<file path="src/rtl/j1_uart_io.sv">
// Memory-mapped UART for the J1 I/O bus: RX/TX byte FIFOs, status register, RX interrupt.
// Latency: io_din is combinational; TX start bit begins 1 cycle after the first push; an RX byte lands 1 cycle after its stop-bit sample.
// Backpressure: none on the bus; TX writes to a full FIFO are dropped (tx_drop), RX bytes arriving at a full FIFO are dropped (rx_overrun).
module j1_uart_io #(
  parameter logic [15:0] BASE_ADDR = 16'h4000,
  parameter int          CLK_HZ    = 100000000,
  parameter int          BAUD      = 115200,
  parameter int          TX_DEPTH  = 16,
  parameter int          RX_DEPTH  = 16
) (
  input  logic        clk,
  input  logic        reset,
  input  logic        io_rd,
  input  logic        io_wr,
  input  logic [15:0] io_addr,
  input  logic [15:0] io_dout,
  output logic [15:0] io_din,
  input  logic        uart_rx,
  output logic        uart_tx,
  output logic        rx_irq
);

  localparam int DIV = CLK_HZ / BAUD;
  localparam int CW  = $clog2(DIV);
  localparam logic [CW-1:0] DIV_M1  = CW'(DIV - 1);
  localparam logic [CW-1:0] HALF_M1 = CW'(DIV / 2 - 1);
  localparam int TAW = $clog2(TX_DEPTH);
  localparam int RAW = $clog2(RX_DEPTH);

  localparam logic [15:0] ADDR_RX = BASE_ADDR;
  localparam logic [15:0] ADDR_TX = BASE_ADDR + 16'd1;
  localparam logic [15:0] ADDR_ST = BASE_ADDR + 16'd2;

  typedef enum logic [1:0] {TX_IDLE, TX_START, TX_DATA, TX_STOP} tx_state_t;
  typedef enum logic [1:0] {RX_IDLE, RX_START, RX_DATA, RX_STOP} rx_state_t;

  // ---------------------------------------------------------------
  // Bus decode
  // ---------------------------------------------------------------
  logic rd_rx, rd_st, wr_tx;
  assign rd_rx = io_rd && (io_addr == ADDR_RX);
  assign rd_st = io_rd && (io_addr == ADDR_ST);
  assign wr_tx = io_wr && (io_addr == ADDR_TX);

  // Only the low byte of a TX write is transmitted.
  logic unused_dout;
  assign unused_dout = ^io_dout[15:8];

  // ---------------------------------------------------------------
  // TX FIFO: extra pointer bit distinguishes full from empty
  // ---------------------------------------------------------------
  logic [7:0]   tx_mem [0:TX_DEPTH-1];
  logic [TAW:0] tx_wp, tx_rp;
  logic         tx_empty, tx_full, tx_push, tx_pop;
  logic [7:0]   tx_head;

  assign tx_empty = (tx_wp == tx_rp);
  assign tx_full  = (tx_wp[TAW] != tx_rp[TAW]) && (tx_wp[TAW-1:0] == tx_rp[TAW-1:0]);
  assign tx_head  = tx_mem[tx_rp[TAW-1:0]];
  assign tx_push  = wr_tx && !tx_full;

  // TX FIFO pointers advance on accepted push and on FSM pop
  always_ff @(posedge clk) begin
    if (reset) begin
      tx_wp <= '0;
      tx_rp <= '0;
    end else begin
      if (tx_push) tx_wp <= tx_wp + (TAW+1)'(1);
      if (tx_pop)  tx_rp <= tx_rp + (TAW+1)'(1);
    end
  end

  // TX FIFO storage write
  always_ff @(posedge clk) begin
    if (tx_push) tx_mem[tx_wp[TAW-1:0]] <= io_dout[7:0];
  end

  // ---------------------------------------------------------------
  // TX serialiser
  // ---------------------------------------------------------------
  tx_state_t     tx_state, tx_next;
  logic [CW-1:0] tx_cnt;
  logic [2:0]    tx_bit;
  logic [7:0]    tx_sh;
  logic          tx_tick;

  assign tx_tick = (tx_cnt == DIV_M1);

  // TX state register
  always_ff @(posedge clk) begin
    if (reset) tx_state <= TX_IDLE;
    else       tx_state <= tx_next;
  end

  // TX next state: back-to-back frames chain STOP straight into START
  always_comb begin
    tx_next = tx_state;
    case (tx_state)
      TX_IDLE:  if (!tx_empty) tx_next = TX_START;
      TX_START: if (tx_tick) tx_next = TX_DATA;
      TX_DATA:  if (tx_tick && (tx_bit == 3'd7)) tx_next = TX_STOP;
      TX_STOP:  if (tx_tick) tx_next = tx_empty ? TX_IDLE : TX_START;
      default:  tx_next = TX_IDLE;
    endcase
  end

  // TX outputs: line level and FIFO pop when a new frame is loaded
  always_comb begin
    uart_tx = 1'b1;
    tx_pop  = 1'b0;
    case (tx_state)
      TX_IDLE:  tx_pop  = !tx_empty;
      TX_START: uart_tx = 1'b0;
      TX_DATA:  uart_tx = tx_sh[0];
      TX_STOP:  tx_pop  = tx_tick && !tx_empty;
      default:  uart_tx = 1'b1;
    endcase
  end

  // TX datapath: baud counter, bit counter, shift register
  always_ff @(posedge clk) begin
    if (reset) begin
      tx_cnt <= '0;
      tx_bit <= '0;
      tx_sh  <= '0;
    end else begin
      if (tx_state == TX_IDLE || tx_tick) tx_cnt <= '0;
      else                                tx_cnt <= tx_cnt + CW'(1);

      if (tx_state == TX_DATA && tx_tick) tx_bit <= tx_bit + 3'd1;
      else if (tx_state != TX_DATA)       tx_bit <= '0;

      if (tx_pop)                              tx_sh <= tx_head;
      else if (tx_state == TX_DATA && tx_tick) tx_sh <= {1'b0, tx_sh[7:1]};
    end
  end

  // ---------------------------------------------------------------
  // RX synchroniser and falling-edge detect
  // ---------------------------------------------------------------
  logic rx_s1, rx_s2, rx_prev, rx_fall;

  // Two-flop synchroniser plus one delayed copy for edge detect; idles high
  always_ff @(posedge clk) begin
    if (reset) begin
      rx_s1   <= 1'b1;
      rx_s2   <= 1'b1;
      rx_prev <= 1'b1;
    end else begin
      rx_s1   <= uart_rx;
      rx_s2   <= rx_s1;
      rx_prev <= rx_s2;
    end
  end

  // Edge rather than level so a low stop bit cannot retrigger a frame
  assign rx_fall = rx_prev && !rx_s2;

  // ---------------------------------------------------------------
  // RX FIFO
  // ---------------------------------------------------------------
  logic [7:0]   rx_mem [0:RX_DEPTH-1];
  logic [RAW:0] rx_wp, rx_rp;
  logic         rx_empty, rx_full, rx_push, rx_pop, rx_push_req;
  logic [7:0]   rx_head, rx_sh;

  assign rx_empty = (rx_wp == rx_rp);
  assign rx_full  = (rx_wp[RAW] != rx_rp[RAW]) && (rx_wp[RAW-1:0] == rx_rp[RAW-1:0]);
  assign rx_head  = rx_mem[rx_rp[RAW-1:0]];
  assign rx_pop   = rd_rx && !rx_empty;
  // A CPU pop in the same cycle frees the slot, so a full FIFO still accepts
  assign rx_push  = rx_push_req && (!rx_full || rx_pop);
  assign rx_irq   = !rx_empty;

  // RX FIFO pointers
  always_ff @(posedge clk) begin
    if (reset) begin
      rx_wp <= '0;
      rx_rp <= '0;
    end else begin
      if (rx_push) rx_wp <= rx_wp + (RAW+1)'(1);
      if (rx_pop)  rx_rp <= rx_rp + (RAW+1)'(1);
    end
  end

  // RX FIFO storage write
  always_ff @(posedge clk) begin
    if (rx_push) rx_mem[rx_wp[RAW-1:0]] <= rx_sh;
  end

  // ---------------------------------------------------------------
  // RX deserialiser
  // ---------------------------------------------------------------
  rx_state_t     rx_state, rx_next;
  logic [CW-1:0] rx_cnt;
  logic [2:0]    rx_bit;
  logic          rx_half, rx_tick, rx_ferr_set;

  assign rx_half = (rx_cnt == HALF_M1);
  assign rx_tick = (rx_cnt == DIV_M1);

  // RX state register
  always_ff @(posedge clk) begin
    if (reset) rx_state <= RX_IDLE;
    else       rx_state <= rx_next;
  end

  // RX next state: mid-start check rejects glitches, IDLE again at stop sample
  always_comb begin
    rx_next = rx_state;
    case (rx_state)
      RX_IDLE:  if (rx_fall) rx_next = RX_START;
      RX_START: if (rx_half) rx_next = rx_s2 ? RX_IDLE : RX_DATA;
      RX_DATA:  if (rx_tick && (rx_bit == 3'd7)) rx_next = RX_STOP;
      RX_STOP:  if (rx_tick) rx_next = RX_IDLE;
      default:  rx_next = RX_IDLE;
    endcase
  end

  // RX outputs: good stop bit pushes the byte, bad one flags a framing error
  always_comb begin
    rx_push_req = 1'b0;
    rx_ferr_set = 1'b0;
    if (rx_state == RX_STOP && rx_tick) begin
      rx_push_req = rx_s2;
      rx_ferr_set = !rx_s2;
    end
  end

  // RX datapath: counter restarts at mid-start so later samples land mid-bit
  always_ff @(posedge clk) begin
    if (reset) begin
      rx_cnt <= '0;
      rx_bit <= '0;
      rx_sh  <= '0;
    end else begin
      if (rx_state == RX_IDLE || (rx_state == RX_START && rx_half) || rx_tick)
        rx_cnt <= '0;
      else
        rx_cnt <= rx_cnt + CW'(1);

      if (rx_state == RX_DATA && rx_tick) begin
        rx_bit <= rx_bit + 3'd1;
        rx_sh  <= {rx_s2, rx_sh[7:1]};
      end else if (rx_state != RX_DATA) begin
        rx_bit <= '0;
      end
    end
  end

  // ---------------------------------------------------------------
  // Sticky error flags and status
  // ---------------------------------------------------------------
  logic rx_overrun, frame_err, tx_drop, tx_idle;
  logic [15:0] status;

  assign tx_idle = tx_empty && (tx_state == TX_IDLE);
  assign status  = {10'd0, tx_drop, frame_err, rx_overrun, tx_idle, tx_full, !rx_empty};

  // Sticky flags: a status read clears them, a same-cycle set wins
  always_ff @(posedge clk) begin
    if (reset) begin
      rx_overrun <= 1'b0;
      frame_err  <= 1'b0;
      tx_drop    <= 1'b0;
    end else begin
      rx_overrun <= (rx_overrun && !rd_st) || (rx_push_req && !rx_push);
      frame_err  <= (frame_err  && !rd_st) || rx_ferr_set;
      tx_drop    <= (tx_drop    && !rd_st) || (wr_tx && tx_full);
    end
  end

  // Read mux: zero whenever nothing readable is selected
  always_comb begin
    io_din = 16'h0000;
    if (rd_rx && !rx_empty) io_din = {8'h00, rx_head};
    else if (rd_st)         io_din = status;
  end

endmodule

</file>
<file path="config.mk">
export PLATFORM = sky130hd
export DESIGN_NAME = j1_uart_io
export DESIGN_NICKNAME = d
export VERILOG_FILES = /design/src/rtl/j1_uart_io.sv
export SDC_FILE = /design/constraint.sdc
export NUM_CORES = 1
export LEC_CHECK = 0
export CAP_MARGIN = 10
export CORE_MARGIN = 2
export CORE_UTILIZATION = 40
export DETAILED_ROUTE_END_ITERATION = 8
export PLACE_DENSITY = 0.59
export SYNTH_ARGS = -nofsm -noshare
export SYNTH_HDL_FRONTEND = slang
export SYNTH_SLANG_ARGS = --single-unit
</file>
<file path="constraint.sdc">
create_clock -name clk -period 2.9 [get_ports clk]
set_clock_uncertainty 0.2 [all_clocks]
set_input_delay 0.435 -clock clk [delete_from_list [all_inputs] [get_ports clk]]
set_output_delay 0.435 -clock clk [all_outputs]
set_load 0.03 [all_outputs]
</file>
# Yosys cells after proc, flatten, opt, wreduce, memory -nomap -nowiden

Memories as Yosys holds them, arrays and structs flattened. A register that Yosys moved wholly into a read port is not among the register bits.
Cells that the tools add are included.

Add/subtract/negate cells: 8
$mul: 0
Div/mod/pow operators: 0
Magnitude comparators: 0
Equal/unequal tests: 30
Shift operators: 0
Mux-type cells: 32
Bitwise logic cells: 0
Reductions and logical operators: 45

Operators by type and width:

| operator                                                          | number |
|---|---|
| 16-bit by 15-bit == test with 1-bit output, second input constant | 3 |
| 8-bit two-way mux                                                 | 3 |
| 1-bit logical AND                                                 | 22 |
| 10-bit by 1-bit adder with 10-bit output, second input constant   | 2 |
| 5-bit by 1-bit adder with 5-bit output, second input constant     | 4 |
| 10-bit == test, second input constant                             | 2 |
| 2-bit != test, second input constant                              | 10 |
| 2-bit two-way mux                                                 | 9 |
| 4-bit two-way mux                                                 | 4 |
| 2-bit case mux with 4 select lines                                | 2 |
| 3-bit two-way mux                                                 | 4 |
| 10-bit by 9-bit == test with 1-bit output, second input constant  | 1 |
| 5-bit == test                                                     | 2 |
| 2-bit == test, second input constant                              | 4 |
| 4-bit == test                                                     | 2 |
| 4-bit AND reduction                                               | 2 |
| 1-bit logical NOT                                                 | 7 |
| 1-bit logical OR                                                  | 7 |
| 1-bit two-way mux                                                 | 7 |
| 3-bit by 1-bit adder with 3-bit output, second input constant     | 2 |
| 3-bit == test, second input constant                              | 2 |
| 6-bit two-way mux                                                 | 1 |
| 2-bit nonzero test                                                | 3 |
| 2-bit by 1-bit == test with 1-bit output, second input constant   | 2 |
| 4 further kinds                                                   | 8 |

Register bits: 72
Bits in latches: 0
Bits in writable memories: 256
Bits in read-only memories: 0
Input port bits: 37
Output and inout port bits: 18
Word-level logic and storage cells: 135
Memories: 2

Memories:

| memory | words | width | read ports | clocked after memory_dff | wr ports | line | text |
|---|---|---|---|---|---|---|---|
| rx_mem | 16    | 8     | 1          | 1                        | 1        | 162  | `logic [7:0] rx_mem [0:RX_DEPTH-1];` |
| tx_mem | 16    | 8     | 1          | 1                        | 1        | 52   | `logic [7:0] tx_mem [0:TX_DEPTH-1];` |

# Logic depth before layout (Yosys ltp)

Depth in word-level cells: 8
Mapped depth: 8
Mapped depth without buffers: 7

# Worst setup path before layout

Ideal clock, no wire load.

Path kind: flip-flop to output port
Start point: register with a tool-made name
End point: output port io_din[0]
Arrival: 2.060 ns
Data required time: 2.265 ns
Setup slack: 0.205 ns
Stages on the path, launching flop included: 7
Path buffers: 2
Cells stage by stage: dfxtp_1 clkbuf_1 buf_2 mux4_2 mux4_2 inv_1 o22ai_1

RTL lines:

| element          | line | text |
|---|---|---|
| end: declaration | 17   | `output logic [15:0] io_din,` |

==> reports/results.env <==
LAYOUT.CELLS.MOST_COMMON='sky130_fd_sc_hd__edfxtp_1'
CP_COMMON_CELL='sky130_fd_sc_hd__mux4_2'
GROUTE.USAGE.OVERALL_PCT=16.2
FIN_WS_PS=-249
SYN-CELL-AREA_SQ_UM=13800
WORSTSKEWPAIRLATENCY_PS=530
FILLERS=2917
CTS.SINK_COUNT=336
SYNTH.AVG_CELL_AREA_SQ_UM=16.0
YS_ASYNC_SR_FRACTION_PCT=0
DESIGN.PORTCOUNT=55
POST_ROUTE_CELLS_DRIVE_ABOVE_1_SHARE_PCT=23.2
DETAIL_ROUTE.VIAS_PER_CELL=5.21
POWER_DENSITY_nW_PER_UM2=615
DETAILED_PLACE_HPWL_UM=18700
DRC=0
CP.REQUIRED_PS=2270
SYNTH-SEQ-CELLS=336
CHIPWIDTH_UM=190
VDD_IR_DROP_MAX_uV=411
POST-PLACE-CELLS=1377
HP-CLASS='flop to flop'
YS_DOMINANT_REG_CELL='sky130_fd_sc_hd__edfxtp_1'
ROWS=68
FIN_CELLS=1449
CTS-BUFFERS-INSERTED=37
DR_TOTAL_VIAS=7553
POST_DRT_WL_PER_CELL_UM=19.6
FINAL_NETS=1024
CTS_HOLD_BUF=0
SYNTH_SEQUENTIAL_AREA_RATIO_PCT=67.1
MAX_FREQ_MHz=318
LAYOUT_WORST_PATH_CYCLE_SHARE_PCT=109
CP.ARRIVAL_PS=2510
RUN_STATUS='finished, violations left'
DETAIL_ROUTE.ITER0.VIOLATIONS=538
MOSTFREQUENTLAYOUTCELLS='256 x sky130_fd_sc_hd__edfxtp_1, 78 x sky130_fd_sc_hd__dfxtp_1, 70 x sky130_fd_sc_hd__nor2_1, 60 x sky130_fd_sc_hd__mux4_2, 44 x sky130_fd_sc_hd__mux2i_1'
VIOLATIONS='negative setup slack'
FINAL_HOLD_VIOL_COUNT=0
CLOCK_TREE.ROOT_CELL='sky130_fd_sc_hd__clkbuf_16'
GRT_SETUP_UNREPAIRED='true'
WIRE_LENGTH_OF_THE_FIRST_GLOBAL_ROUTING_PASS_UM=44700
FIRST_PASS_ITERS=5
WORST_PATH_DOMINANT_CELL_FAMILY='multiplexers'
PORT-BUFFER-COUNT=38
GP_ROUTABILITY_CONGESTION=0.764
CLOCK_SLEW_SEEN_BY_THE_REGISTERS_OF_THE_WORST_SETUP_AND_HOLD_PATHS_PS=60
DIE_AREA_SQ_UM=36100
DIODES=0
MAX_STAGE_DELAY_PS=510
WORST-SLEW-PIN-TRANSITION_PS=929
TRITONCTS='yes'
SYNTH.LIB_CELLS_USED.DISTINCT=61
SYNTH-WARNING-COUNT=0
LAYOUT-AREA-OVERHEAD-VS-SYNTH_PCT=21.3
FINAL_SLEW_VIOL_COUNT=0
CTSHTREEMAXLEVEL=2
GRT_PASS1_VIAS=7652
MAX_CAP_VIOLATIONS=0
DP_SLACK_PS=-84.9
LEAKAGE_nW=5.67
CRIT_CHAIN='buf_12 -> buf_16 -> mux4_2 -> mux4_2 -> inv_2 -> o22ai_1 -> buf_4'
ENDPOINT_KIND='primary output'
ANTENNA_FOUND_INITIAL=0
TIMING.REG2REG.SETUP_SLACK_PS=340
SETUP_VIOL=8
WORST_SLEW_MARGIN_REL_PCT=37.9
CRITPATHMAXFANOUT=6
CRIT_PATH_TIME_FINAL_PS=3150
ANTENNA_VIOLATING_NETS_POST_ROUTE=0
POST_SYNTH_EDFFS=256
INITIAL_CORE_UTIL_PCT=40.4
CRITICALPATHCATEGORY='flop to primary output'
DIE_H_UM=190
CRITICAL_PATH_BUF_INV_COUNT=4
CP_SLOWEST_CELL='sky130_fd_sc_hd__mux4_2'
GRT_START_MAX_NET_PINS=33
DESIGN.CORE.AREA_SQ_UM=34300
STARTPOINT_TYPE='flop'
GLOBALROUTEOVERFLOWTOTAL=0
CLOCK_TREE.BUFFER_DEPTH=3
SYN_INST=865
FINALWIRELENGTH_UM=28300
-- repair_timing --
| item | 4_1_cts | 5_1_grt |
|---|---|---|
| cloned | 2 | 0 |
| pin swaps | 1 | 0 |
| endpoints found under the setup margin | 9 | 9 |
| hold endpoints to repair | 0 | 0 |
| resized for setup | 11 | 4 |
| buffers inserted | 2 | 0 |
-- cell families (layout without fill, tap and decap cells) --
kind of cell	Yosys count	after routing	synth area share, %
AND/OR/NAND/NOR	203	203	8.15
flip-flops	336	336	67.1
XOR/XNOR	33	33	2.09
AO/OA/AOI/OAI	76	76	4.04
adder cells (fa/ha/maj)	22	22	1.99
buffers and inverters	75	197	2.42
other	1	8	0.0271
multiplexers	119	119	14.2
-- metrics by stage --
| step | util [%] | area (sq um) | total power, mW | hold slack [ps] | setup TNS (ps) |
|---|---|---|---|---|---|
| global route | 49.0 | 16800 | 10.7 | 244 | -2350 |
| global placement | 44.9 | 15400 | 5.57 | 209 | -3990 |
| finish | 49.0 | 16800 | 10.3 | 214 | -1780 |
| floorplan | - | 13900 | 5.45 | 189 | 0 |
| detailed placement | 44.9 | 15400 | 5.57 | 206 | -5670 |
| CTS | 48.9 | 16800 | 10.5 | 220 | -2020 |
-- synth_stat cells, drive strengths merged, types with 2 or more instances --
cell / instances / area (sq um)
or2: 3 / 18.8
inv: 25 / 93.8
a22oi: 6 / 45.0
o21ai: 10 / 50.1
mux2i: 44 / 440
and3: 35 / 219
nor4: 5 / 88.8
dfxtp: 80 / 1600
and2: 4 / 26.3
buf: 28 / 159
nand2b: 5 / 31.3
a211oi: 3 / 32.5
mux4: 60 / 1350
nand2: 19 / 71.3
nor2: 70 / 263
ha: 22 / 275
and4: 2 / 17.5
o31ai: 3 / 22.5
xnor2: 19 / 166
or4: 4 / 30.0
edfxtp: 256 / 7690
o22ai: 6 / 37.5
xor2: 14 / 123
nor3: 8 / 45.0
or3: 5 / 31.3
nor2b: 11 / 68.8
nand4: 9 / 56.3
a41oi: 2 / 17.5
a221oi: 13 / 114
nand3: 12 / 60.1
nand3b: 3 / 22.5
a21oi: 15 / 75.1
a311oi: 8 / 70.1
clkbuf: 21 / 78.8
mux2: 15 / 169
-- report_power, final --
group,switching [mW],internal (mW),leakage [nW]
Clock,1.89,2.98,0.599
Combinational,0.163,0.129,2.09
Sequential,0.0172,5.15,2.98
Total,2.07,8.26,5.67
-- layer usage --
metal  up-vias  track usage, %  part of all wire (%)
li1       3544               -                     -
met4         0            4.50                   1.8
met3        36            2.95                   5.3
met2       178            25.0                    45
met5         -               0                     0
met1      3795            23.8                    48
-- state kept, by name, indices dropped and copies added (netlist names), 5 cells and up, named ones only --
signal	cells
rx_cnt	10
rx_rp	5
tx_mem	128
rx_mem	128
rx_wp	5
tx_wp	5
rx_sh	8
tx_rp	5
tx_cnt	10
tx_sh	8
-- final timing paths --
path / from / endpoint / depth (start not counted)
worst min-delay path: rx_s1 / rx_s2 / 1
worst min register to register: rx_s1 / rx_s2 / 1
worst max register to register: rx_cnt[3] / rx_mem[13][7] / 6
worst max-delay path: flop / io_din[1] / 7
-- layout make-up --
class,instances,area (sq um),share of cell area [%]
Sequential cell,336,9290,55.3
Multi-Input combinational cell,461,4260,25.3
Timing Repair Buffer,103,1300,7.72
Clock buffer,50,1040,6.18
Tap cell,455,569,3.39
Clock inverter,18,244,1.45
Inverter,26,97.6,0.581
-- worst register-to-register path, stage by stage (launching register included) --
cell and delay (ps):
sky130_fd_sc_hd__dfxtp_1 350, sky130_fd_sc_hd__or3b_2 540, sky130_fd_sc_hd__nor4_4 410, sky130_fd_sc_hd__a21boi_4 270, sky130_fd_sc_hd__buf_12 150, sky130_fd_sc_hd__and3_1 220
sky130_fd_sc_hd__buf_12 140
No activity file was read; power rests on OpenSTA's default activity.
==> patch 1 (same flow settings) <==
Encoding of `rx_state_t`: now Gray code (2 bits for 4 states).
--- a/src/rtl/j1_uart_io.sv
+++ b/src/rtl/j1_uart_io.sv
@@ -33,5 +33,5 @@
 
   typedef enum logic [1:0] {TX_IDLE, TX_START, TX_DATA, TX_STOP} tx_state_t;
-  typedef enum logic [1:0] {RX_IDLE, RX_START, RX_DATA, RX_STOP} rx_state_t;
+  typedef enum logic [1:0] {RX_IDLE = 2'b00, RX_START = 2'b01, RX_DATA = 2'b11, RX_STOP = 2'b10} rx_state_t;
 
   // ---------------------------------------------------------------
Behaviour: same outputs for any inputs over 10 cycles, from zero or initial values and one cycle with reset high; not proved beyond that.
==> patch 1 against the unedited design <==
- the run still ends with setup timing left
- wire length up 1.2%
- design area down 1.1%
- power down 5.7%
- sequential cell count unchanged
- critical path depth unchanged
- worst setup slack better by 0.013 ns
- utilization down 0.65 points
- fmax up 0.41%
- area after synthesis up 0.43%
- critical path type unchanged
- largest power group unchanged
==> patch 1: results (changes against the unedited design) <==
- Largest net degree at the start of global routing: 28 (-15%)
- Number of global-route vias before repair: 7,673 (+0.27%)
- Drt total wl: 28.7 mm (+1.2%)
- Met2 wire length: 12.6 mm (-1.6%)
- Least-Margin Pin Slew: 0.813 ns (-0.116 ns)
- Area of the multi-input gates: 4330 um^2 (+1.7%)
- Status: finished with violations
- Violated checks: setup timing
- Setup slack after layout: -0.236 ns (+0.0130 ns)
- Vias/cell: 5.21 (about the same)
- CTS buffer count: 35 (-5.4%)
- Max stage delay on crit path: 0.54 ns (+0.03 ns)
- Netlist cell types: 65 (+6.6%)
- Global-route wire length before repair: 44.8 mm (+0.31%)
- GR Util met2: 24.3% (-0.61 points)
- Crit path DAT: 2.50 ns (about the same)
- Pwr/cell area: 586 nW/um^2 (-4.7%)
- Clock buf/inv share: 6.58% (-1.0 points)
- Nets: 1,051 (+2.6%)
- Non-clock buffer share: 7.47% (-0.25 points)
- Clkbuf count: 47 (-6.0%)
- DP HPWL: 18.9 mm (+0.88%)
- Combinational Power: 323 uW (+11%)
- Layout cells sized above 1: 24.1% (+0.90 points)
- Gpl congestion: 0.752 (-1.6%)
- Grt met3 use: 3.09% (+0.14 points)
- Fin Setup TNS: -1.74 ns (+0.0413 ns)
- Fillers: 2,960 (+1.5%)
- Reg area: 9300 um^2 (about the same)
- Met1 Usage GRT: 24.5% (+0.72 points)
- Type of the most critical hold path: in -> reg
- VDD IR max: 0.000321 V (-22%)
- Comb_multi_in: 472 (+2.4%)
- Inverters: 22 (-15%)
- Setup Buffers After CTS: 5 (+3)
- Met1 wire length: 14.0 mm (+3.4%)
- Bufs w/o clock: 125 (+21%)
- Final setup viols: 8 (unchanged)
- FF+latch count: 336 (unchanged)
- Clk. pwr: 4.23 mW (-13%)
- Detailed Route Iter0 Violations: 469 (-13%)
- Top post-synthesis cells by count: edfxtp_1, dfxtp_1, nor2_1
- Lkg Pwr: 5.57 nW (-1.8%)
- Sequential area share after synthesis: 66.8% (-0.29 points)
patch 1: logic make-up after synthesis:
logic type,share of synthesized area [%]
AOI/OAI and AO/OA,4.75
xor gates and xnor gates,2.08
adders and majority gates,1.98
buffers and inverters,2.55
DFF,66.8
muxes,13.5
other,0.0270
and+or+nand+nor,8.32
patch 1: per-stage QoR:
step / worst slack, ns / instances / hold WS [ns] / area (um^2)
floorplan: 0.117 / 880 / 0.189 / 13900
global placement: -0.0973 / 1404 / 0.194 / 15300
detailed placement: -0.0809 / 1404 / 0.201 / 15300
CTS: -0.274 / 1474 / 0.117 / 16600
global route: -0.307 / 1474 / 0.131 / 16600
finish: -0.236 / 1474 / 0.123 / 16600
patch 1: final timing paths:
| path | from | to | slack (ns) | cells past startpoint |
|---|---|---|---|---|
| min | reset | tx_wp[1] | 0.12 | 2 |
| max | flip-flop | io_din[4] | -0.24 | 7 |
| min reg2reg | rx_s1 | rx_s2 | 0.19 | 1 |
| max reg2reg | rx_cnt[0] | rx_mem[2][4] | 0.32 | 7 |
==> patch 2 (same settings) <==
Without the edit above. Change the parameter `RX_DEPTH` from 16 to 8.
--- a/src/rtl/j1_uart_io.sv
+++ b/src/rtl/j1_uart_io.sv
@@ -7,5 +7,5 @@
   parameter int          BAUD      = 115200,
   parameter int          TX_DEPTH  = 16,
-  parameter int          RX_DEPTH  = 16
+  parameter int          RX_DEPTH  = 8
 ) (
   input  logic        clk,
Behaviour: no difference found for any inputs over 10 cycles, from zero or initial values and one cycle with reset high; that may be too few to reach the edited logic, so the function may still have changed.
==> patch 2 against the unedited design <==
- design area fell by 21%
- die area decreased by 19%
- final cell count fell by 15%
- sequential share of layout area down 0.13 points
- worst setup slack improved by 0.29 ns
- area after synthesis fell by 20%
- power is 23% lower
- count of clock-buffer cells in the layout fell by 16
- sequential cell count fell by 67
- wire length is 25% lower
- critical path depth decreased by 2
- largest cell class unchanged
==> patch 2: results (changes against the unedited design) <==
- Gpl congestion: 0.825 (+8.0%)
- Number of synthesized flops with an enable pin: 192 (-25%)
- Top post-synthesis cells by count: edfxtp_1, nor2_1, dfxtp_1
- DP HPWL: 14.4 mm (-23%)
- Layout cells sized above 1: 21.7% (-1.5 points)
- Crit path DAT: 2.23 ns (-0.28 ns)
- VDD IR max: 0.000549 V (+34%)
- Type of the most critical hold path: in -> reg
- Crit Path Max Fanout: 9 (+3)
- CP max-delay cell: or3_4
- Detailed Route Iter0 Violations: 360 (-33%)
- Global-route wire length before repair: 33.0 mm (-26%)
- Fillers: 2,342 (-20%)
- Max stage delay on crit path: 0.49 ns (-0.02 ns)
- Cell Area, Placed: 12,100 um^2 (-21%)
- Met1 wire length: 9.35 mm (-31%)
- DR WL met3: 757 um (-49%)
- Vias/cell: 5.11 (-2.0%)
- GRT Total Usage: 14.5% (-1.7 points)
- Fin cells: 1,226 (-15%)
- Drt total wl: 21.2 mm (-25%)
- Internal power: 6.29 mW (-24%)
- Min-delay src: reset
- Skew-Pair Late Insertion Delay: 0.55 ns (+0.02 ns)
- Status: finished, final reports clean
- R2r startpoint: rx_cnt[0]
- Nets: 882 (-14%)
- Number of global-route vias before repair: 6,156 (-20%)
## patch 2: power by group through the flow
stage | logic [mW] | clock network (mW) | registers [mW]
after detailed placement | 0.286 | 0 | 4.21
after floorplan | 0.191 | 0 | 4.20
after global placement | 0.277 | 0 | 4.21
after CTS | 0.287 | 3.59 | 4.13
final | 0.290 | 3.50 | 4.13
after global routing | 0.317 | 3.72 | 4.13
## patch 2: critical path: cells and delay by family (launching register included)
kind	cells	cell delay, ns
buf+inv	1	0.15
flops	1	0.42
xor+xnor	1	0.34
simple gates	2	0.59
compound gates	1	0.18
## patch 2: area by class of cell
| class | count | area [um^2] | area share (%) |
|---|---|---|---|
| multi-input cells | 427 | 3680 | 27.8 |
| well taps | 378 | 473 | 3.57 |
| clock inverters | 18 | 178 | 1.34 |
| inverters | 12 | 45.0 | 0.340 |
| flip-flops and latches | 269 | 7310 | 55.2 |
| repair buffers | 88 | 800 | 6.04 |
| clock buffers | 34 | 754 | 5.70 |
## patch 2: worst paths after layout
kind                            depth (start not counted)      endpoint  slack [ns]
worst min register to register                          1         rx_s2        0.22
worst max register to register                          7  rx_mem[0][1]        0.21
worst min-delay path                                    2     flip-flop        0.21
worst max-delay path                                    5     io_din[4]        0.04
## patch 2: per-layer routing
layer  track usage (%)  vias to the layer above
met5                 0                        -
met3              1.92                       41
met1              19.2                     3132
li1                  -                     2993
met4              4.12                        0
met2              25.2                       97
## patch 2: what timing repair did
item | in CTS | in global routing
hold buffers | 0 | 0
pin swaps | 5 | 8
cloned | 0 | 0
setup buffers | 3 | 2
setup endpoints to repair | 9 | 8
resized for setup | 8 | 37
## patch 2: through the flow
step / hold WS, ns / worst slack, ns
detailed placement: 0.205 / -0.186
global route: 0.234 / 0.00292
floorplan: 0.189 / 0.0711
global placement: 0.198 / -0.119
finish: 0.206 / 0.0380
CTS: 0.197 / -0.0271
## patch 2: kinds of logic after synthesis
kind of cell             Yosys count  share of synthesized area (%)
XOR/XNOR                          33                           2.60
other                              1                         0.0337
flip-flops                       269                           65.7
multiplexers                      99                           13.2
adder cells (fa/ha/maj)           19                           2.14
AND/OR/NAND/NOR                  195                           9.10
AO/OA/AOI/OAI                     73                           4.77
buffers and inverters             53                           2.45
